**src/rtl/wb_slave_regfile.sv**
```systemverilog
`default_nettype none
// ============================================================================
// Module   : wb_slave_regfile
// Purpose  : Wishbone slave exposing NUM_REGS read/write registers with
//            byte-lane selects, a programmable number of wait states and
//            either classic or pipelined handshaking.
//
// Ports    : clk_i    in   clock
//            rst_i    in   synchronous active-high reset
//            adr_i    in   word address            [ADDR_WIDTH-1:0]
//            dat_i    in   write data              [DATA_WIDTH-1:0]
//            dat_o    out  read data               [DATA_WIDTH-1:0]
//            sel_i    in   byte-lane select        [SEL_WIDTH-1:0]
//            we_i     in   write enable
//            cyc_i    in   bus cycle
//            stb_i    in   strobe
//            ack_o    out  acknowledge (one-cycle pulse)
//            err_o    out  error (one-cycle pulse)
//            stall_o  out  stall (pipelined mode only)
//
// Macro    : WB_SLAVE_REGFILE_ERR_EN -- when defined, an out-of-range
//            address or an all-zero sel_i ends in err_o instead of ack_o.
//
// Revision : 1.0  initial release
// ============================================================================
module wb_slave_regfile #(
  parameter int                    ADDR_WIDTH  = 16,
  parameter int                    DATA_WIDTH  = 32,
  parameter int                    GRANULE     = 8,
  parameter int                    NUM_REGS    = 4,
  parameter int unsigned           BASE_ADDR   = 0,
  parameter int                    WAIT_STATES = 0,
  parameter int                    PIPELINED   = 0,
  parameter logic [DATA_WIDTH-1:0] RESET_VALUE = '0,
  localparam int                   SEL_WIDTH   = DATA_WIDTH / GRANULE
) (
  input  logic                  clk_i,
  input  logic                  rst_i,
  input  logic [ADDR_WIDTH-1:0] adr_i,
  input  logic [DATA_WIDTH-1:0] dat_i,
  output logic [DATA_WIDTH-1:0] dat_o,
  input  logic [SEL_WIDTH-1:0]  sel_i,
  input  logic                  we_i,
  input  logic                  cyc_i,
  input  logic                  stb_i,
  output logic                  ack_o,
  output logic                  err_o,
  output logic                  stall_o
);

  localparam int IDX_W = (NUM_REGS > 1) ? $clog2(NUM_REGS) : 1;

  // Range bounds carry one extra bit so BASE_ADDR+NUM_REGS cannot wrap.
  localparam logic [ADDR_WIDTH:0] LO_ADDR = (ADDR_WIDTH+1)'(BASE_ADDR);
  localparam logic [ADDR_WIDTH:0] HI_ADDR = (ADDR_WIDTH+1)'(BASE_ADDR + NUM_REGS);
  localparam logic [3:0]          WS_LOAD = (WAIT_STATES > 0) ? 4'(WAIT_STATES - 1) : 4'd0;

  typedef enum logic [1:0] {
    ST_IDLE = 2'd0,
    ST_WAIT = 2'd1,
    ST_RESP = 2'd2
  } state_t;

  state_t                state, state_nxt;
  logic [3:0]            cnt, cnt_nxt;
  logic [DATA_WIDTH-1:0] regs [NUM_REGS];

  // Request captured at acceptance; the bus may change freely afterwards.
  logic [IDX_W-1:0]      idx_q;
  logic                  hit_q;
  logic                  we_q;
  logic [DATA_WIDTH-1:0] dat_q;
  logic [SEL_WIDTH-1:0]  sel_q;

  logic                  ack_q, err_q;
  logic [ADDR_WIDTH:0]   adr_ext;
  logic                  in_range;
  logic                  can_accept, accept;
  logic                  resp, resp_ok;
  logic [DATA_WIDTH-1:0] lane_mask, rd_word;

  assign adr_ext  = {1'b0, adr_i};
  assign in_range = (adr_ext >= LO_ADDR) && (adr_ext < HI_ADDR);

  generate
    if (PIPELINED != 0) begin : g_pipe
      assign stall_o    = (state == ST_WAIT);
      assign can_accept = (state == ST_IDLE) || (state == ST_RESP);
    end else begin : g_classic
      // The strobe is still high during the ack cycle; holding off until
      // the pulse clears keeps that strobe from starting a second transfer.
      assign stall_o    = 1'b0;
      assign can_accept = (state == ST_IDLE) && !ack_q && !err_q;
    end
  endgenerate

  assign accept = cyc_i && stb_i && !stall_o && can_accept;
  assign resp   = (state == ST_RESP);

`ifdef WB_SLAVE_REGFILE_ERR_EN
  assign resp_ok = hit_q && (sel_q != '0);
`else
  assign resp_ok = 1'b1;
`endif

  generate
    for (genvar k = 0; k < SEL_WIDTH; k++) begin : g_lane
      assign lane_mask[k*GRANULE +: GRANULE] = {GRANULE{sel_q[k]}};
    end
  endgenerate

  // Index compare instead of direct array indexing so an index that
  // overshoots a non-power-of-two NUM_REGS simply reads zero.
  always_comb begin
    rd_word = '0;
    for (int i = 0; i < NUM_REGS; i++) begin
      if (idx_q == IDX_W'(i)) begin
        rd_word = regs[i];
      end
    end
  end

  // --------------------------------------------------------------------------
  // Control FSM
  // --------------------------------------------------------------------------
  always_comb begin
    state_nxt = state;
    cnt_nxt   = cnt;
    case (state)
      ST_IDLE: ;
      ST_WAIT: begin
        if (!cyc_i) begin
          state_nxt = ST_IDLE;      // master abandoned the cycle
          cnt_nxt   = '0;
        end else if (cnt == '0) begin
          state_nxt = ST_RESP;
        end else begin
          cnt_nxt = cnt - 4'd1;
        end
      end
      ST_RESP: state_nxt = ST_IDLE;
      default: state_nxt = ST_IDLE;
    endcase
    if (accept) begin
      state_nxt = (WAIT_STATES > 0) ? ST_WAIT : ST_RESP;
      cnt_nxt   = WS_LOAD;
    end
  end

  always_ff @(posedge clk_i) begin
    if (rst_i) begin
      state <= ST_IDLE;
      cnt   <= '0;
    end else begin
      state <= state_nxt;
      cnt   <= cnt_nxt;
    end
  end

  always_ff @(posedge clk_i) begin
    if (rst_i) begin
      idx_q <= '0;
      hit_q <= 1'b0;
      we_q  <= 1'b0;
      dat_q <= '0;
      sel_q <= '0;
    end else if (accept) begin
      idx_q <= IDX_W'(adr_i - LO_ADDR[ADDR_WIDTH-1:0]);
      hit_q <= in_range;
      we_q  <= we_i;
      dat_q <= dat_i;
      sel_q <= sel_i;
    end
  end

  // --------------------------------------------------------------------------
  // Response: the edge leaving RESP raises ack/err, commits the write and
  // captures read data together.
  // --------------------------------------------------------------------------
  always_ff @(posedge clk_i) begin
    if (rst_i) begin
      ack_q <= 1'b0;
      err_q <= 1'b0;
      dat_o <= '0;
    end else begin
      ack_q <= resp && resp_ok;
      err_q <= resp && !resp_ok;
      if (resp) begin
        dat_o <= (!we_q && hit_q && resp_ok) ? (rd_word & lane_mask) : '0;
      end
    end
  end

  always_ff @(posedge clk_i) begin
    if (rst_i) begin
      for (int i = 0; i < NUM_REGS; i++) begin
        regs[i] <= RESET_VALUE;
      end
    end else if (resp && we_q && hit_q && resp_ok) begin
      for (int i = 0; i < NUM_REGS; i++) begin
        if (idx_q == IDX_W'(i)) begin
          regs[i] <= (regs[i] & ~lane_mask) | (dat_q & lane_mask);
        end
      end
    end
  end

  assign ack_o = ack_q;
  assign err_o = err_q;

endmodule
`default_nettype wire

```
**config.mk**
```make
export PLATFORM = sky130hd
export DESIGN_NAME = wb_slave_regfile
export DESIGN_NICKNAME = d
export VERILOG_FILES = /design/src/rtl/wb_slave_regfile.sv
export SDC_FILE = /design/constraint.sdc
export NUM_CORES = 1
export LEC_CHECK = 0
export CORE_UTILIZATION = 57
export DETAILED_ROUTE_END_ITERATION = 7
export GPL_ROUTABILITY_DRIVEN = 0
export GPL_TIMING_DRIVEN = 0
export PLACE_DENSITY = 0.8
export SLEW_MARGIN = 20
export SYNTH_ARGS = -nofsm -noshare
export SYNTH_HDL_FRONTEND = slang
export SYNTH_SLANG_ARGS = --single-unit
```
**constraint.sdc**
```tcl
create_clock -name clk_i -period 3.95 [get_ports clk_i]
set_clock_uncertainty 0.2 [all_clocks]
set_input_delay 0.395 -clock clk_i [delete_from_list [all_inputs] [get_ports clk_i]]
set_output_delay 0.395 -clock clk_i [all_outputs]
set_load 0.1 [all_outputs]
```
# ---- Yosys cells after proc, flatten, opt, wreduce, memory -nomap -nowiden
# Memory sizes are Yosys's and may differ from the RTL's.
# Index checks and enable logic that the tools add are counted.
dict set report word_totals {
  regBits 79
  mem_bits_rw 128
  in_bits 57
  out_inout_bits 35
  mem_count 1
}
# name depth width read_ports rd_clocked_by_memory_dff wr line_no
set mem_list {}
lappend mem_list {regs 4 32 4 0 4 66} ;# logic [DATA_WIDTH-1:0] regs [NUM_REGS];
dict set report classes {
  n_addsub 1
  n_lt_le_gt_ge 2
  eq_ne 9
  n_mux 33
  bitwise 16
  n_reduce_logical 16
}
# op n
set ops {}
lappend ops {{2-to-1 mux 32 bit} 9}
lappend ops {{AND 32 bit} 6}
lappend ops {{bitwise OR 32 bit} 4}
lappend ops {{NOT 32 bit} 1}
lappend ops {{2-to-1 mux 1 bit} 18}
lappend ops {{greater-or-equal comparator 16 x 1 -> 1 bit, second input constant} 1}
lappend ops {{less-than comparator 16 x 3 -> 1 bit, second input constant} 1}
lappend ops {{2-to-1 mux 4 bit} 2}
lappend ops {{logical AND 1 bit} 7}
lappend ops {{== test 2 bit, second input constant} 3}
lappend ops {{2-to-1 mux 2 bit} 3}
lappend ops {{AND reduction 2 bit} 3}
lappend ops {{== test 2 x 1 -> 1 bit, second input constant} 2}
lappend ops {{zero test 2 bit} 2}
lappend ops {{zero test 4 bit} 1}
lappend ops {{!= test 2 bit, second input constant} 2}
lappend ops {{!= test 4 bit, second input constant} 1}
lappend ops {{bitwise OR 1 bit} 4}
lappend ops {{case mux 2 bit (2 select lines)} 1}
lappend ops {{subtractor 4 x 1 -> 4 bit, second input constant} 1}
lappend ops {{!= test 3 bit, second input constant} 1}
lappend ops {{zero test 1 bit} 2}
lappend ops {{OR reduction 2 bit} 1}
lappend ops {{NOT 1 bit} 1}

# ---- Logic depth before layout (Yosys ltp)
dict set report depth {
  depth_word 7
  mapped_depth 6
}

# ---- Worst setup path before layout
# No wires, ideal clock.
dict set report synth_timing {
  path_type {register -> register}
  start {register idx_q[0]}
  end {memory regs[0][0] (enable)}
  setup_time_ps 428
  arrival_ps 2124
  required_ps 3322
  setup_slack_ps 1198
  path_stages_with_launch 4
  n_path_buf 1
  path_cell_list {dfxtp_1 buf_6 nand3b_4 o21bai_1}
}
# item line_no
set synth_rtl {}
lappend synth_rtl {{start: declaration} 69} ;# logic [IDX_W-1:0] idx_q;
lappend synth_rtl {{start signal: assignment} 168} ;# idx_q <= IDX_W'(adr_i - LO_ADDR[ADDR_WIDTH-1:0]);
lappend synth_rtl {{end: declaration} 66}

# ---- Worst setup path after layout
dict set report layout_timing {
  start {register ack_q (netlist: ack_o)}
  end {output port ack_o}
}
# item line_no
set layout_rtl {}
lappend layout_rtl {{start: declaration} 75} ;# logic ack_q, err_q;
lappend layout_rtl {{start signal: assignment} 186} ;# ack_q <= resp && resp_ok;
lappend layout_rtl {{end: declaration} 46} ;# output logic ack_o,
# No word-level cell between the ends.

==> impl_metrics.py <==
metrics = {
    "status": {
        "run_status": "finished clean",
    },
    "finish": {
        "area.growth.synth_to_final_pct": 21.3,
        "n_antenna_cell": 0,
        "drive_above_1_share": 0.211,
        "final_cell_count_no_fill": 1112,
        "nets": 938,
        "stdcell_area_sq_um": 11300,
    },
    "floorplan": {
        "die_y_um": 130,
        "dieWidth_um": 130,
        "core_area_sq_um": 15900,
        "boundaryPins": 92,
        "start_util": 0.586,
        "dieArea_sq_um": 16900,
        "rows": 46,
    },
    "sta": {
        "relSlewSlack": 0.342,
        "tightest_slew_ns": 0.984,
        "final-setup-viol-count": 0,
        "fmax_mhz": 383,
        "setup_slack_ns": 1.34,
        "rsz0062_at_grt": "no",
        "finalCriticalPeriod_ns": 2.61,
        "fin_crit_sh": 0.661,
        "drv_slew": 0,
        "hold_viol": 0,
    },
    "setup_path": {
        "crit_family": "buffers and inverters",
        "crit_path_start_kind": "flop",
        "worstReg2RegStart": "idx_q[1]$_SDFFE_PP0P_",
        "cp_slowest_stage_delay_ns": 1.16,
        "cp-end-kind": "primary output",
        "critical_path_class": "flop to primary output",
        "startpoint": "ack_o$_SDFF_PP0_",
        "cp.required_ns": 3.36,
        "path_max_fanout": 3,
        "path_cells": "clkdlybuf4s50_1",
        "cp.buffers_inverters": 1,
        "cp_data_arrival_time_ns": 2.01,
        "cp_slowest_cell": "clkdlybuf4s50_1",
    },
    "power": {
        "pwr_density_cell_nw_per_um2": 412,
        "switching_share": 0.225,
        "pwr-share-seq": 0.501,
        "clock_power_share": 0.424,
        "combPwrFrac": 0.075,
        "worst_ir_drop_vdd_mv": 0.316,
        "internal-power_uw": 3620,
        "p_leak_uw": 0.00380,
        "power_switching_uw": 1050,
    },
    "synth": {
        "synth_area_leaders": "edfxtp_1 (41%), dfxtp_1 (16%), nand2b_1 (8.6%)",
        "synth_area_leader_cell": "edfxtp_1",
        "syn_inst": 765,
        "synth_edf_count": 128,
        "synthArstFlopShare": 0,
        "synth_cell_types": 29,
        "synth-main-ff-cell": "edfxtp_1",
        "synth_area_sq_um": 9350,
        "syn_area_per_cell_sq_um": 12.2,
        "ys_ff_latch": 202,
        "synth.top_cell.area_share": 0.411,
        "ys.warnings.count": 0,
        "ys_seq_area_frac": 0.570,
        "synthTopCellsByCount": "edfxtp_1 (128), nand2b_1 (128), nand2_1 (111), a21oi_1 (85), a21oi_2 (82)",
    },
    "placement": {
        "place_hpwl_um": 15700,
        "numPortBuffers": 88,
        "placedCellCount": 1074,
        "dpl_cell_area_sq_um": 10700,
        "dp_slack_ns": 1.69,
    },
    "routing": {
        "first_pass_iters": 7,
        "wl_per_cell_um": 21.1,
        "first_iter_violations": 642,
        "routed_wl_um": 23500,
        "drc": 0,
        "ant_nets": 0,
        "vias": 6608,
        "vias_per_cell": 5.94,
    },
    "clock_tree": {
        "cts.htree.levels": 1,
        "cts.repair.resized": 0,
        "post_cts_buffers": 0,
        "clock_latency_ns": 0.50,
        "cts_sinks": 202,
        "clockBufferDepth": 3,
        "cts_buffers": 21,
        "cts_hold_buffers": 0,
        "path_clk_slew_ns": 0.06,
        "cts_tree": "done",
        "cts-root-buf": "clkbuf_16",
    },
    "run": {
        "cap_viol_max_count": 0,
    },
    "global_route": {
        "overflow": 0,
        "grt_use_total": 0.288,
        "grt_max_degree": 20,
        "grt_pass1_vias": 6787,
        "grt_first_pass_wirelength_um": 36700,
        "antenna_found_initial": 0,
    },
    "min_path": {
        "hp-start": "rst_i",
        "hold_path_class": "input port to flop",
    },
}
==> per-stage QoR <==
stage	setup TNS, ns	hold slack, ns	total power, uW	utilization
finish	0	0.238	4670	0.711
global route	0	0.236	4800	0.711
CTS	0	0.225	4680	0.711
detailed placement	0	0.247	2730	0.668
global placement	-10.63	0.242	2710	0.659
floorplan	0	0.236	2570	-
==> final timing paths <==
check                           endpoint  slack (ns)  cells after the start
setup / recovery                   ack_o        1.34                      1
hold / removal          ack_o$_SDFF_PP0_        0.24                      3
setup reg to reg  dat_o[17]$_SDFFE_PP0P_        1.80                      4
hold reg to reg    dat_q[4]$_SDFFE_PP0P_        0.26                      2
==> cells in the final DEF, fill, tap and decap left out, types with 3 or more instances in the layout <==
cell type | netlist | routed
buf_2 | 13 | 13
o21bai_4 | 0 | 4
buf_16 | 0 | 4
clkbuf_1 | 31 | 37
nor4_1 | 3 | 3
a22o_1 | 32 | 32
nand2b_1 | 128 | 128
and2_1 | 4 | 4
nor2_1 | 3 | 3
clkdlybuf4s50_1 | 0 | 88
buf_12 | 3 | 3
or3_1 | 4 | 4
edfxtp_1 | 128 | 128
mux4_1 | 3 | 3
nand2_1 | 111 | 111
buf_6 | 15 | 15
a21oi_2 | 82 | 82
mux4_2 | 29 | 29
clkbuf_16 | 0 | 21
clkinv_2 | 0 | 4
a21oi_1 | 85 | 85
dfxtp_1 | 74 | 74
==> worst reg2reg max path, cell delays in order, from the launching register on <==
cell,delay [ns]
dfxtp_1,0.32
buf_6,0.14
clkbuf_1,0.69
mux4_1,0.46
a22o_1,0.22
==> power by group through the flow <==
stage | logic [uW] | clock network, uW | registers (uW)
final | 350 | 1980 | 2340
after global routing | 372 | 2080 | 2350
after CTS | 348 | 1990 | 2340
after detailed placement | 347 | 0 | 2380
after global placement | 321 | 0 | 2390
after floorplan | 199 | 0 | 2380
==> area by class of cell <==
| cell class | instances | area [sq um] |
|---|---|---|
| Sequential cell | 202 | 5330 |
| Fill cell | 1097 | 4610 |
| Multi-Input combinational cell | 500 | 3640 |
| Timing Repair Buffer | 92 | 991 |
| Clock buffer | 29 | 576 |
| Buffer | 64 | 425 |
| Tap cell | 216 | 270 |
| Clock inverter | 9 | 106 |
==> logic make-up (layout without fill, tap and decap cells) <==
group,count (synthesis),in the layout,share of synthesized area
mux,32,32,0.0783
other cells,1,2,0.000401
compound gates,204,204,0.156
simple gates,262,262,0.150
buf+inv,64,194,0.0455
flops,202,202,0.570
==> registers in the layout, indices dropped and copies added, names as in the netlist <==
name   count
hit_q      1
dat_o     32
sel_q      4
ack_o      1
idx_q      2
we_q       1
regs     128
state      1
dat_q     32
==> layer usage <==
metal	track usage	up-vias	part of all wire	wire length, um
met5	0	-	0	0
met4	0.0841	0	0.022	513
met3	0.0422	43	0.061	1440
met2	0.498	271	0.52	12200
met1	0.377	3306	0.40	9360
li1	-	2988	-	-
No activity file was read; power rests on OpenSTA's default activity.
